==> src/rtl/input_conditioner.sv <==
// ---------------------------------------------------------------------------
// input_conditioner
//   Cleans up raw switches and bouncing push-buttons in front of the ALU top.
//   Every raw input passes through a 2-flop synchronizer. Each button then
//   produces a single one-cycle press pulse. When several buttons fire on
//   the same edge, only the highest-index pulse is issued. The synchronized
//   switch value is captured on the edge that issues a pulse.
//
//   Build option:
//     INPUT_CONDITIONER_DEBOUNCE_EN defined   : per-button debounce FSM
//                                               (LOW/WAIT_HIGH/HIGH/WAIT_LOW).
//                                               The pulse comes DB_CYCLES+3
//                                               edges after the first high
//                                               sample.
//     INPUT_CONDITIONER_DEBOUNCE_EN undefined : the pulse is a rising-edge
//                                               detect of the synchronized
//                                               level. It comes 3 edges after
//                                               the first high sample.
//
//   Parameters:
//     N_SW      : switch bus width
//     N_B       : button count (bit 2 = load A, bit 1 = load B, bit 0 = load OP)
//     DB_CYCLES : consecutive equal samples that qualify a level change (>= 2)
//
//   Ports:
//     clock     : single clock
//     reset     : asynchronous, active-low reset
//     i_SWs     : raw asynchronous switch levels
//     i_buttons : raw asynchronous bouncing buttons, active-high
//     o_SWs     : switch value captured with the last press pulse
//     o_buttons : registered one-cycle press pulses, at most one hot
// ---------------------------------------------------------------------------
module input_conditioner #(
  parameter int unsigned N_SW      = 6,
  parameter int unsigned N_B       = 3,
  parameter int unsigned DB_CYCLES = 16
) (
  input  logic            clock,
  input  logic            reset,
  input  logic [N_SW-1:0] i_SWs,
  input  logic [N_B-1:0]  i_buttons,
  output logic [N_SW-1:0] o_SWs,
  output logic [N_B-1:0]  o_buttons
);

  // A window shorter than two samples cannot reject a single-cycle glitch.
  if (DB_CYCLES < 2) begin : g_db_cycles_invalid
    $error("input_conditioner: DB_CYCLES must be at least 2");
  end

  logic [N_B-1:0]  btn_meta;
  logic [N_B-1:0]  btn_sync;
  logic [N_SW-1:0] sw_meta;
  logic [N_SW-1:0] sw_sync;
  logic [N_B-1:0]  press_req;
  logic [N_B-1:0]  grant_c;

  // Two-flop synchronizers for every raw input bit.
  always_ff @(posedge clock or negedge reset) begin
    if (!reset) begin
      btn_meta <= '0;
      btn_sync <= '0;
      sw_meta  <= '0;
      sw_sync  <= '0;
    end else begin
      btn_meta <= i_buttons;
      btn_sync <= btn_meta;
      sw_meta  <= i_SWs;
      sw_sync  <= sw_meta;
    end
  end

`ifdef INPUT_CONDITIONER_DEBOUNCE_EN

  localparam int unsigned CNT_W = $clog2(DB_CYCLES + 1);

  localparam logic [1:0] ST_LOW       = 2'd0;
  localparam logic [1:0] ST_WAIT_HIGH = 2'd1;
  localparam logic [1:0] ST_HIGH      = 2'd2;
  localparam logic [1:0] ST_WAIT_LOW  = 2'd3;

  // Count value whose next agreeing sample completes the window.
  localparam logic [CNT_W-1:0] CNT_LAST = CNT_W'(DB_CYCLES - 1);
  localparam logic [CNT_W-1:0] CNT_MAX  = CNT_W'(DB_CYCLES);
  localparam logic [CNT_W-1:0] CNT_ONE  = CNT_W'(1);

  logic [1:0]       state_q [N_B];
  logic [1:0]       state_d [N_B];
  logic [CNT_W-1:0] cnt_q   [N_B];
  logic [CNT_W-1:0] cnt_d   [N_B];
  logic [N_B-1:0]   req_d;
  logic [N_B-1:0]   req_q;

  // Per-button debounce FSM and saturating counter.
  always_ff @(posedge clock or negedge reset) begin
    if (!reset) begin
      for (int b = 0; b < N_B; b++) begin
        state_q[b] <= ST_LOW;
        cnt_q[b]   <= '0;
      end
      req_q <= '0;
    end else begin
      state_q <= state_d;
      cnt_q   <= cnt_d;
      req_q   <= req_d;
    end
  end

  // Next state. A press request is raised only on the WAIT_HIGH -> HIGH step.
  always_comb begin
    state_d = state_q;
    cnt_d   = cnt_q;
    req_d   = '0;
    for (int b = 0; b < N_B; b++) begin
      case (state_q[b])
        ST_LOW: begin
          if (btn_sync[b]) begin
            state_d[b] = ST_WAIT_HIGH;
            cnt_d[b]   = CNT_ONE;
          end
        end
        ST_WAIT_HIGH: begin
          if (btn_sync[b]) begin
            if (cnt_q[b] >= CNT_LAST) begin
              state_d[b] = ST_HIGH;
              cnt_d[b]   = CNT_MAX;
              req_d[b]   = 1'b1;
            end else begin
              cnt_d[b] = cnt_q[b] + CNT_ONE;
            end
          end else begin
            state_d[b] = ST_LOW;
            cnt_d[b]   = '0;
          end
        end
        ST_HIGH: begin
          if (!btn_sync[b]) begin
            state_d[b] = ST_WAIT_LOW;
            cnt_d[b]   = CNT_ONE;
          end
        end
        ST_WAIT_LOW: begin
          if (!btn_sync[b]) begin
            if (cnt_q[b] >= CNT_LAST) begin
              state_d[b] = ST_LOW;
              cnt_d[b]   = CNT_MAX;
            end else begin
              cnt_d[b] = cnt_q[b] + CNT_ONE;
            end
          end else begin
            state_d[b] = ST_HIGH;
            cnt_d[b]   = '0;
          end
        end
        default: begin
          state_d[b] = ST_LOW;
          cnt_d[b]   = '0;
        end
      endcase
    end
  end

  // The registered request adds the stage that places the pulse at DB_CYCLES+3.
  assign press_req = req_q;

`else

  logic [N_B-1:0] btn_sync_d;

  // Previous synchronized level for rising-edge detection.
  always_ff @(posedge clock or negedge reset) begin
    if (!reset) begin
      btn_sync_d <= '0;
    end else begin
      btn_sync_d <= btn_sync;
    end
  end

  assign press_req = btn_sync & ~btn_sync_d;

`endif

  // Highest-index request wins. Losers are dropped, never queued.
  always_comb begin
    grant_c = '0;
    for (int b = 0; b < N_B; b++) begin
      if (press_req[b]) begin
        grant_c = N_B'(1) << b;
      end
    end
  end

  // Registered pulse output. Switches are captured on the same edge.
  always_ff @(posedge clock or negedge reset) begin
    if (!reset) begin
      o_buttons <= '0;
      o_SWs     <= '0;
    end else begin
      o_buttons <= grant_c;
      if (|press_req) begin
        o_SWs <= sw_sync;
      end
    end
  end

endmodule

==> config.mk <==
export PLATFORM = sky130hd
export DESIGN_NAME = input_conditioner
export DESIGN_NICKNAME = d
export VERILOG_FILES = /design/src/rtl/input_conditioner.sv
export SDC_FILE = /design/constraint.sdc
export NUM_CORES = 1
export LEC_CHECK = 0
export CAP_MARGIN = 5
export CORE_MARGIN = 2
export CORE_UTILIZATION = 50
export CTS_BUF_LIST = sky130_fd_sc_hd__clkbuf_8
export CTS_CLUSTER_DIAMETER = 40
export DETAILED_ROUTE_END_ITERATION = 8
export HOLD_SLACK_MARGIN = 0.12
export PLACE_DENSITY_LB_ADDON = 0.2
export SYNTH_ARGS = -nofsm -noshare
export SYNTH_HDL_FRONTEND = slang
export SYNTH_SLANG_ARGS = --single-unit
==> constraint.sdc <==
create_clock -name clock -period 1.3 [get_ports clock]
set_input_delay 0.26 -clock clock [delete_from_list [all_inputs] [get_ports clock]]
set_output_delay 0.26 -clock clock [all_outputs]
set_load 0.05 [all_outputs]
-- Yosys cells after proc, flatten, opt, wreduce, memory -nomap -nowiden
Index checks and enable logic that the tools add are counted.
- register bits: 30
- bits in latches: 0
- RAM bits: 0
- memory bits (read-only): 0
- bits of input ports: 11
- output and inout bits: 9
- word-level logic and storage cells: 13
- memories kept: 0
- $add $sub $neg: 0
- $mul: 0
- divide/modulo/power cells: 0
- $lt $le $gt $ge: 0
- eq/ne operators: 0
- shift operators: 0
- muxes and demuxes: 3
- bitwise logic cells: 2
- reduce and logical (&&, ||, !) cells: 1
- operators by type and width (kind ; count):
    $and A3 B3 Y3 ; 1
    $mux W3 ; 1
    $not A3 Y3 ; 1
    $reduce_or A3 Y1 ; 1
    $mux W2 ; 1
    $mux W1 ; 1

-- Logic depth before layout (Yosys ltp)
Gate-level depths: netlist of the first run.
- depth in word-level cells: 5
- mapped depth: 3
- mapped depth without buffers: 3

-- Least setup slack after synthesis of the first run
Ideal clock, no wire load.
- path kind: reg-to-reg
- start: reg btn_sync_d[1]
- end: reg o_SWs[0]
- setup time: 0.125 ns
- arrival time: 0.915 ns
- data required time: 1.175 ns
- slack: 0.260 ns
- cell stages (with the launch flop): 4
- path buffers: 0
- period minus slack after synthesis: 1.040 ns
- path through: dfrtp_1 > nand2b_4 > nand3_4 > mux2_4
- longest elaborated chain between the ends: 3
- RTL lines (element ; RTL line ; source):
    from (decl) ; 168 ; logic [N_B-1:0] btn_sync_d;
    from (signal assigned) ; 175 ; btn_sync_d <= btn_sync;
    $not A3 Y3 ; 179 ; assign press_req = btn_sync & ~btn_sync_d;
    $and A3 B3 Y3 ; 179 ;
    $reduce_or A3 Y1 ; 200 ; if (|press_req) begin
    to (signal assigned) ; 201 ; o_SWs <= sw_sync;
    to (decl) ; 42 ; output logic [N_SW-1:0] o_SWs,
No other way between the ends.
A chain may end at the register's enable or synchronous reset.

-- Final worst setup path of the first run
- start: reg o_SWs[1]
- end: out o_SWs[1]
No word-level cell between the ends.

==> results of run 1 <==
-- where the power goes --
group / switching, mW / internal (mW)
Clock: 0.282 / 0.406
Sequential: 0.0430 / 0.996
Combinational: 0.154 / 0.184
-- kinds of logic (layout without fill, tap and decap cells) --
family / after synthesis / after routing / synth area share (%)
flip-flops: 30 / 30 / 82.08
AND/OR/NAND/NOR: 7 / 7 / 7.661
multiplexers: 6 / 6 / 9.850
buffers and inverters: 1 / 27 / 0.4100
-- Yosys cell counts --
| cell | instances | share of area (%) |
|---|---|---|
| dfrtp_1 | 30 | 82 |
| mux2_4 | 6 | 9.8 |
| nand2b_4 | 3 | 4.5 |
| nor2_1 | 2 | 0.82 |
| inv_1 | 1 | 0.41 |
| nand2_1 | 1 | 0.41 |
| nand3_4 | 1 | 1.9 |
-- cells in the final DEF (no fill, tap or decap), drive strengths merged --
master         synthesis  routed
buf                    0      10
clkbuf                 0       6
clkdlybuf4s50          0      10
dfrtp                 30      30
inv                    1       1
mux2                   6       6
nand2                  1       1
nand2b                 3       3
nand3                  1       1
nor2                   2       2
-- registers in the layout (all words and copies together) (netlist names) --
name        count
btn_sync_d      3
o_buttons       3
sw_meta         6
btn_sync        3
btn_meta        3
o_SWs           6
sw_sync         6
-- stage by stage --
stage / utilization, % / setup slack [ns] / hold WS (ns) / total power, mW
floorplan: - / 0.2596 / -0.03559 / 1.197
global placement: 72.17 / 0.2392 / 0.3320 / 1.387
detailed placement: 72.17 / 0.1945 / 0.3362 / 1.398
CTS: 76.96 / 0.1712 / 0.3458 / 2.085
global route: 76.96 / 0.1484 / 0.3543 / 2.147
finish: 76.96 / 0.1866 / 0.3441 / 2.064
-- final cells by class --
cell class              count  area (um2)
repair buffers             20       300.3
fillers                   104       397.9
multi-input cells          13       160.2
clock buffers               6       82.58
inverters                   1       3.754
well taps                  25       31.28
flip-flops and latches     30       750.7
-- path summary, 6_finish.rpt --
check,from,end,slack [ns],depth (start not counted)
setup reg to reg,btn_sync[2],o_SWs[1],0.21,3
max in group asynchronous,reset,o_SWs[0],0.79,2
min in group asynchronous,reset,o_SWs[1],0.35,2
hold reg to reg,sw_meta[2],sw_sync[2],0.34,0
hold / removal,sw_meta[2],sw_sync[2],0.34,0
setup / recovery,o_SWs[1],o_SWs[1],0.19,1
-- per-layer routing --
metal	routed length [um]	share of wire, %	global-route usage (%)
met3	97	8.6	8.077
met2	578	51	20.82
met5	0	0	0
met4	11	0.98	6.667
met1	440	39	16.17
==> impl_metrics.csv, run 1 <==
group,metric,value,unit
outcome,outcome,"complete, no violations",
detailed_routing,drc,0,
yosys,avgSynthCellArea,20.79,um2
detailed_routing,viasPerCell,4.411,
floorplanning,core-area,1727,um2
flow_run,maxCapViolCount,0,
cells_and_area,fin_cells,95,
global_route,grt_use_total,13.90,%
setup_path,worstPathArrival,0.85,ns
floorplanning,fp.dieH,46.77,um
detailed_routing,routedWlPerCell,11.87,um
cells_and_area,num_antenna_cells,0,
setup_path,max_stage_delay,0.42,ns
yosys,syn-num-nets,55,
global_route,grt_start_max_net_pins,31,
clock_network,cts_tree,"built",
detailed_routing,route.vias.total,419,
power_and_ir_drop,max-vdd-ir-drop,1018,uV
yosys,ys_types,7,
setup_path,critPathRequiredTime,1.04,ns
setup_path,start_kind,"flip-flop",
sta,fin_tns_setup,0,ns
detailed_routing,drt-pass1-iter-count,2,
sta,hold_viol_final,0,
cells_and_area,syn_to_final_growth,45.28,%
placed_design,placedCellCount,89,
sta,fin_worst_skew,0.006879,ns
cells_and_area,layout-drive-gt1-share,37.14,%
clock_network,cts.repair.resized,0,
yosys,ys_warn_count,0,
sta,rsz0062_at_grt,"no",
setup_path,critPathTopFamily,"flip-flops",
global_route,grt_pass1_vias,429,
setup_path,cp-end-kind,"output pin",
global_route,grt_pass1_wl,1849,um
clock_network,clkSinkCount,30,
floorplanning,io_pins,20,
setup_path,path_buf_inv,1,
yosys,syn_inst,44,
yosys,synth-seq-cells,30,
placed_design,port_buffers,19,
clock_network,htreeDepth,2,
setup_path,crit_type,"reg -> out",
clock_network,cts_buffers,5,
clock_network,cts.clk_slew.worst_paths,0.06,ns
placed_design,gp_congestion,0.6037,
clock_network,clock_latency,0.27,ns
yosys,seq_area_frac_synth,82.08,%
power_and_ir_drop,power_density,1553,nW/um2
power_and_ir_drop,p_leak,0.6270,nW
detailed_routing,totalWireLength,1128,um
sta,maxSlewHeadroom,89.85,%
detailed_routing,dr.first_iter.drc_count,3,
floorplanning,die_w,46.77,um
sta,worst_slew_pin_slew,0.1522,ns
floorplanning,initial_core_util,52.97,%
global_route,gr-total-overflow,0,
sta,setup_violations,0,
sta,timing.final.crit_share,85.65,%
clock_network,root_buffer,"clkbuf_8",
floorplanning,die_area,2187,um2
sta,post-route-min-period,1.113,ns
placed_design,placed_cell_area,1246,um2
min_path,hold_class,"reg -> reg",
cells_and_area,fin_area,1329,um2
clock_network,cts_setup_buffers,0,
cells_and_area,final_net_count,82,
global_route,antenna_found_initial,0,
sta,max_freq,898.1,MHz
setup_path,crit_fanout,2,
sta,drv_slew,0,
clock_network,clockBufferDepth,2,
clock_network,holdBufCountCts,0,
floorplanning,rows,15,
yosys,synth_area,914.6,um2
detailed_routing,ant_nets,0,
setup_path,slowest_stage,"dfrtp_1",
setup_path,cp_cell_sequence,"buf_12",
Power figures use the tool's default switching activity.
==> inputs of run 2 (changes only) <==
--- a/constraint.sdc
+++ b/constraint.sdc
@@ -3,2 +3,2 @@
 set_output_delay 0.26 -clock clock [all_outputs]
-set_load 0.05 [all_outputs]
+set_load 0.01 [all_outputs]
==> run 2 against run 1 <==
Sequential cell count unchanged. Via count is 0.48% lower. Combinational power fell by 49%. Clock power hardly changed. Count of clock-buffer cells in the layout stayed put. Clock skew shrank 0.0022 ns. Non-clock buffer count stayed put. Worst setup slack lost 0.082 ns. Sequential power hardly changed.
==> impl_metrics.csv, run 2 (synthesis gave the netlist of run 1 again) <==
group,metric,value,unit
global_route,gr-total-overflow,0,
global_route,grt_pass1_vias,347,
floorplanning,io_pins,20,
power_and_ir_drop,pwr-share-comb,9.1,%
setup_path,worstPathArrival,0.94,ns
clock_network,cts_buffers,5,
clock_network,clock_latency,0.27,ns
power_and_ir_drop,pwr-share-clk,36.6,%
cells_and_area,reg.largest.list,"o_SWs (6), sw_meta (6), sw_sync (6)",
clock_network,clkSinkCount,30,
sta,hold_ws,0.3459,ns
cells_and_area,num_antenna_cells,0,
flow_run,maxCapViolCount,0,
sta,post-route-min-period,1.195,ns
cells_and_area,syn_to_final_growth,34.20,%
power_and_ir_drop,cellInternalPower,1.506,mW
power_and_ir_drop,switching_share,19.73,%
detailed_routing,viasPerCell,4.389,
sta,maxSlewHeadroom,89.83,%
cells_and_area,final_net_count,82,
placed_design,gp_congestion,0.6930,
clock_network,holdBufCountCts,0,
power_and_ir_drop,power_density,1529,nW/um2
floorplanning,core-area,1727,um2
floorplanning,rows,15,
setup_path,crit_type,"reg -> out",
detailed_routing,drt-pass1-iter-count,4,
sta,fin_worst_skew,0.004666,ns
setup_path,start_kind,"flip-flop",
global_route,grt_use_total,12.10,%
floorplanning,fp.dieH,46.77,um
min_path,hold_class,"in -> async",
detailed_routing,totalWireLength,995,um
detailed_routing,route.vias.total,417,
sta,hold_viol_final,0,
outcome,outcome,"complete, no violations",
clock_network,clockBufferDepth,2,
clock_network,cts_tree,"built",
sta,worst_slew_pin_slew,0.1526,ns
global_route,grt_start_max_net_pins,31,
clock_network,root_buffer,"clkbuf_8",
power_and_ir_drop,p_leak,0.5977,nW
detailed_routing,routedWlPerCell,10.47,um
setup_path,cp-end-kind,"output pin",
power_and_ir_drop,max-vdd-ir-drop,1053,uV
power_and_ir_drop,seq_power_share,54.3,%
sta,max_freq,836.7,MHz
floorplanning,die_area,2187,um2
setup_path,crit_fanout,2,
cells_and_area,layout-drive-gt1-share,24.29,%
sta,drv_slew,0,
power_and_ir_drop,switching_power,0.3702,mW
placed_design,dpl.hpwl,673.5,um
detailed_routing,drc,0,
global_route,antenna_found_initial,0,
setup_path,path_buf_inv,1,
sta,timing.final.crit_share,91.94,%
sta,rsz0062_at_grt,"no",
floorplanning,initial_core_util,52.97,%
cells_and_area,final_common_cell,"dfrtp_1",
cells_and_area,final_cell_mix,"dfrtp_1, clkdlybuf4s50_1, dlygate4sd2_1, mux2_4, clkbuf_8",
placed_design,port_buffers,19,
detailed_routing,dr.first_iter.drc_count,5,
cells_and_area,fill_cells,117,
clock_network,htreeDepth,2,
sta,setup_violations,0,
setup_path,max_stage_delay,0.38,ns
global_route,grt_pass1_wl,1628,um
floorplanning,die_w,46.77,um
setup_path,critPathRequiredTime,1.04,ns
setup_path,slowest_stage,"dfrtp_1",
clock_network,cts.clk_slew.worst_paths,0.06,ns
detailed_routing,ant_nets,0,
sta,fin_tns_setup,0,ns
setup_path,critPathTopFamily,"flip-flops",
setup_path,cp_cell_sequence,"dlygate4sd2_1",
run 2: changes by cell type in the layout (fill, tap and decap cells not counted), sizes merged:
| cell | delta |
|---|---|
| dlygate4sd2 | +9 |
| buf | -9 |
run 2: what timing repair did:
action                                  4_1_cts  5_1_grt
endpoints found under the hold margin         0        0
endpoints found under the setup margin        9        0
buffers inserted                              0        0
gates resized for setup                       9        0
run 2: final cells by class:
cell class              count  area (um2)  area share, %
multi-input cells          13       160.2          13.05
clock buffers               6       82.58          6.728
repair buffers             20       198.9          16.21
well taps                  25       31.28          2.548
inverters                   1       3.754         0.3058
flip-flops and latches     30       750.7          61.16
run 2: final timing paths:
path,depth (start not counted),to,slack [ns],startpoint
worst min register to register,0,sw_sync[3],0.35,sw_meta[3]
max in group asynchronous,2,sw_meta[1],0.79,reset
min in group clock,0,sw_sync[3],0.35,sw_meta[3]
worst max-delay path,1,o_SWs[3],0.10,o_SWs[3]
worst min-delay path,2,o_SWs[2],0.35,reset
worst max register to register,3,o_SWs[3],0.22,btn_sync_d[1]
run 2: power groups by stage:
stage | Combinational (mW) | Sequential, mW | Clock [mW]
after CTS | 0.174 | 1.02 | 0.707
after global placement | 0.191 | 1.04 | 0
after floorplan | 0.0640 | 1.05 | 0
after global routing | 0.186 | 1.03 | 0.757
after detailed placement | 0.193 | 1.04 | 0
final | 0.171 | 1.02 | 0.687
run 2: stage by stage:
stage               util (%)  setup slack (ns)  total power [mW]  cells  area [um2]
floorplan                  -            0.2596             1.112     44       914.6
global placement       66.96            0.1735             1.226     89        1156
detailed placement     66.96            0.1537             1.230     89        1156
CTS                    71.09           0.09591             1.900     95        1227
global route           71.09           0.06806             1.969     95        1227
finish                 71.09            0.1048             1.877     95        1227
run 2: per-layer routing:
metal / up-vias / part of all wire, % / track usage [%]
met3: 6 / 11 / 6.923
met4: 0 / 3.3 / 11.67
li1: 191 / - / -
met1: 195 / 46 / 15.87
met2: 25 / 39 / 13.42
met5: - / 0 / 0
==> inputs of run 3 (changes only) <==
ABC_CLOCK_PERIOD_IN_PS = 1300   (was not set)
CAP_MARGIN = 15   (was 5)
CORE_MARGIN = 3   (was 2)
==> run 3 against run 2 <==
Sequential cell count stayed put. Maximum frequency hardly changed. Clock power is 5.4% higher. Highest routed layer unchanged.
==> impl_metrics.csv, run 3 (synthesis gave the netlist of run 1 again) <==
group,metric,value,unit
outcome,outcome,"complete, no violations",
cells_and_area,final_net_count,82,
floorplanning,initial_core_util,56.75,%
floorplanning,fp.dieH,48.77,um
cells_and_area,fin_cells,96,
sta,hold_viol_final,0,
floorplanning,rows,14,
clock_network,clkSinkCount,30,
cells_and_area,num_antenna_cells,0,
setup_path,crit_type,"reg -> out",
cells_and_area,reg.largest.list,"o_SWs (6), sw_meta (6), sw_sync (6)",
placed_design,placedCellCount,88,
global_route,grt_use_total,12.20,%
setup_path,critPathTopFamily,"flip-flops",
detailed_routing,viasPerCell,4.448,
setup_path,r2r_start,"btn_sync[1]",
detailed_routing,drc,0,
setup_path,cp-end-kind,"output pin",
cells_and_area,final_common_cell,"dfrtp_1",
setup_path,worstRegToRegCells,3,
cells_and_area,final_cell_mix,"dfrtp_1, clkdlybuf4s50_1, dlygate4sd2_1, mux2_4, clkbuf_8",
setup_path,cp_cell_sequence,"dlygate4sd2_1",
clock_network,clockBufferDepth,2,
min_path,worstHoldStart,"sw_meta[1]",
placed_design,port_buffers,19,
setup_path,critPathRequiredTime,1.04,ns
setup_path,crit_fanout,2,
global_route,gr-total-overflow,0,
floorplanning,io_pins,20,
detailed_routing,routedWlPerCell,11.84,um
sta,timing.final.crit_share,91.94,%
global_route,grt_pass1_vias,468,
global_route,grt_start_max_net_pins,31,
floorplanning,core-area,1612,um2
clock_network,htreeDepth,2,
power_and_ir_drop,max-vdd-ir-drop,1039,uV
detailed_routing,drt-pass1-iter-count,2,
setup_path,max_stage_delay,0.38,ns
floorplanning,die_area,2379,um2
sta,max_freq,836.7,MHz
clock_network,cts_tree,"built",
clock_network,cts_buffers,5,
cells_and_area,syn_to_final_growth,35.02,%
setup_path,reg2reg_to,"o_SWs[0]",
placed_design,gp_congestion,0.7148,
sta,fin_worst_skew,0.002862,ns
setup_path,slowest_stage,"dfrtp_1",
detailed_routing,dr.first_iter.drc_count,1,
clock_network,root_buffer,"clkbuf_8",
setup_path,worstPathArrival,0.94,ns
detailed_routing,totalWireLength,1137,um
sta,drv_slew,0,
sta,maxSlewHeadroom,89.81,%
sta,post-route-min-period,1.195,ns
global_route,antenna_found_initial,0,
min_path,min_path_cells,0,
flow_run,maxCapViolCount,0,
cells_and_area,layout-drive-gt1-share,25.00,%
setup_path,timing.reg2reg.setup_slack,0.21,ns
floorplanning,die_w,48.77,um
power_and_ir_drop,p_leak,0.6069,nW
detailed_routing,ant_nets,0,
min_path,whs_endpoint,"sw_sync[1]",
sta,rsz0062_at_grt,"no",
sta,worst_slew_pin_slew,0.1528,ns
clock_network,cts.clk_slew.worst_paths,0.06,ns
clock_network,holdBufCountCts,0,
sta,fin_tns_setup,0,ns
power_and_ir_drop,power_density,1552,nW/um2
global_route,grt_pass1_wl,2028,um
setup_path,path_buf_inv,1,
setup_path,start_kind,"flip-flop",
cells_and_area,fill_cells,110,
min_path,hold_class,"reg -> reg",
sta,setup_violations,0,
clock_network,clock_latency,0.27,ns
detailed_routing,route.vias.total,427,
==> run 3: cell types whose count changed in the layout (fill, tap and decap cells not counted) <==
cell,previous run,this run
clkinv_2,0,1
inv_1,1,2
==> run 3: worst max-delay path by stage <==
stage / endpoint / startpoint / slack [ns] / depth (start not counted)
after detailed placement: o_SWs[4] / o_SWs[4] / 0.17 / 1
after floorplan: o_SWs[0] / btn_sync_d[1] / 0.26 / 3
after global routing: o_SWs[1] / o_SWs[1] / 0.06 / 1
after CTS: o_SWs[4] / o_SWs[4] / 0.1 / 1
after global placement: o_SWs[3] / o_SWs[3] / 0.17 / 1
final: o_SWs[4] / o_SWs[4] / 0.10 / 1
==> run 3: final cells by class <==
| type | instances | area [um2] | share of cell area, % |
|---|---|---|---|
| clock inverters | 2 | 8.758 | 0.7092 |
| well taps | 24 | 30.03 | 2.432 |
| clock buffers | 6 | 82.58 | 6.687 |
| repair buffers | 20 | 198.9 | 16.11 |
| multi-input cells | 13 | 160.2 | 12.97 |
| flip-flops and latches | 30 | 750.7 | 60.79 |
| inverters | 1 | 3.754 | 0.3040 |
==> run 3: metrics by stage <==
step	power (mW)	setup WS [ns]	area [um2]	utilization, %	hold slack, ns
final	1.916	0.1048	1235	76.63	0.3455
after global routing	2.007	0.06309	1235	76.63	0.3504
after CTS	1.931	0.09837	1235	76.63	0.3492
after detailed placement	1.232	0.1680	1155	71.66	0.3363
after global placement	1.226	0.1738	1155	71.66	0.3326
after floorplan	1.112	0.2596	914.6	-	-0.03559
==> run 3: worst reg2reg max path: cells and delay by family, from the launching register on <==
| kind | cells | cell delay (ns) |
|---|---|---|
| DFF | 1 | 0.40 |
| and+or+nand+nor | 2 | 0.24 |
| muxes | 1 | 0.33 |
==> run 3: power breakdown <==
part	internal [mW]	switching, mW
Clock	0.418	0.306
Combinational	0.105	0.0670
Sequential	0.995	0.0253
==> run 3: repair_timing <==
item,in CTS,in global routing
setup endpoints to repair,9,0
buffers inserted,0,0
gates resized for setup,9,0
==> run 3: per-layer routing <==
metal | vias to the layer above | GRT usage [%] | routed length (um)
met2 | 26 | 18.78 | 495
met5 | - | 0 | 0
li1 | 193 | - | -
met3 | 2 | 7.645 | 139
met1 | 206 | 12.55 | 491
met4 | 0 | 7.109 | 10
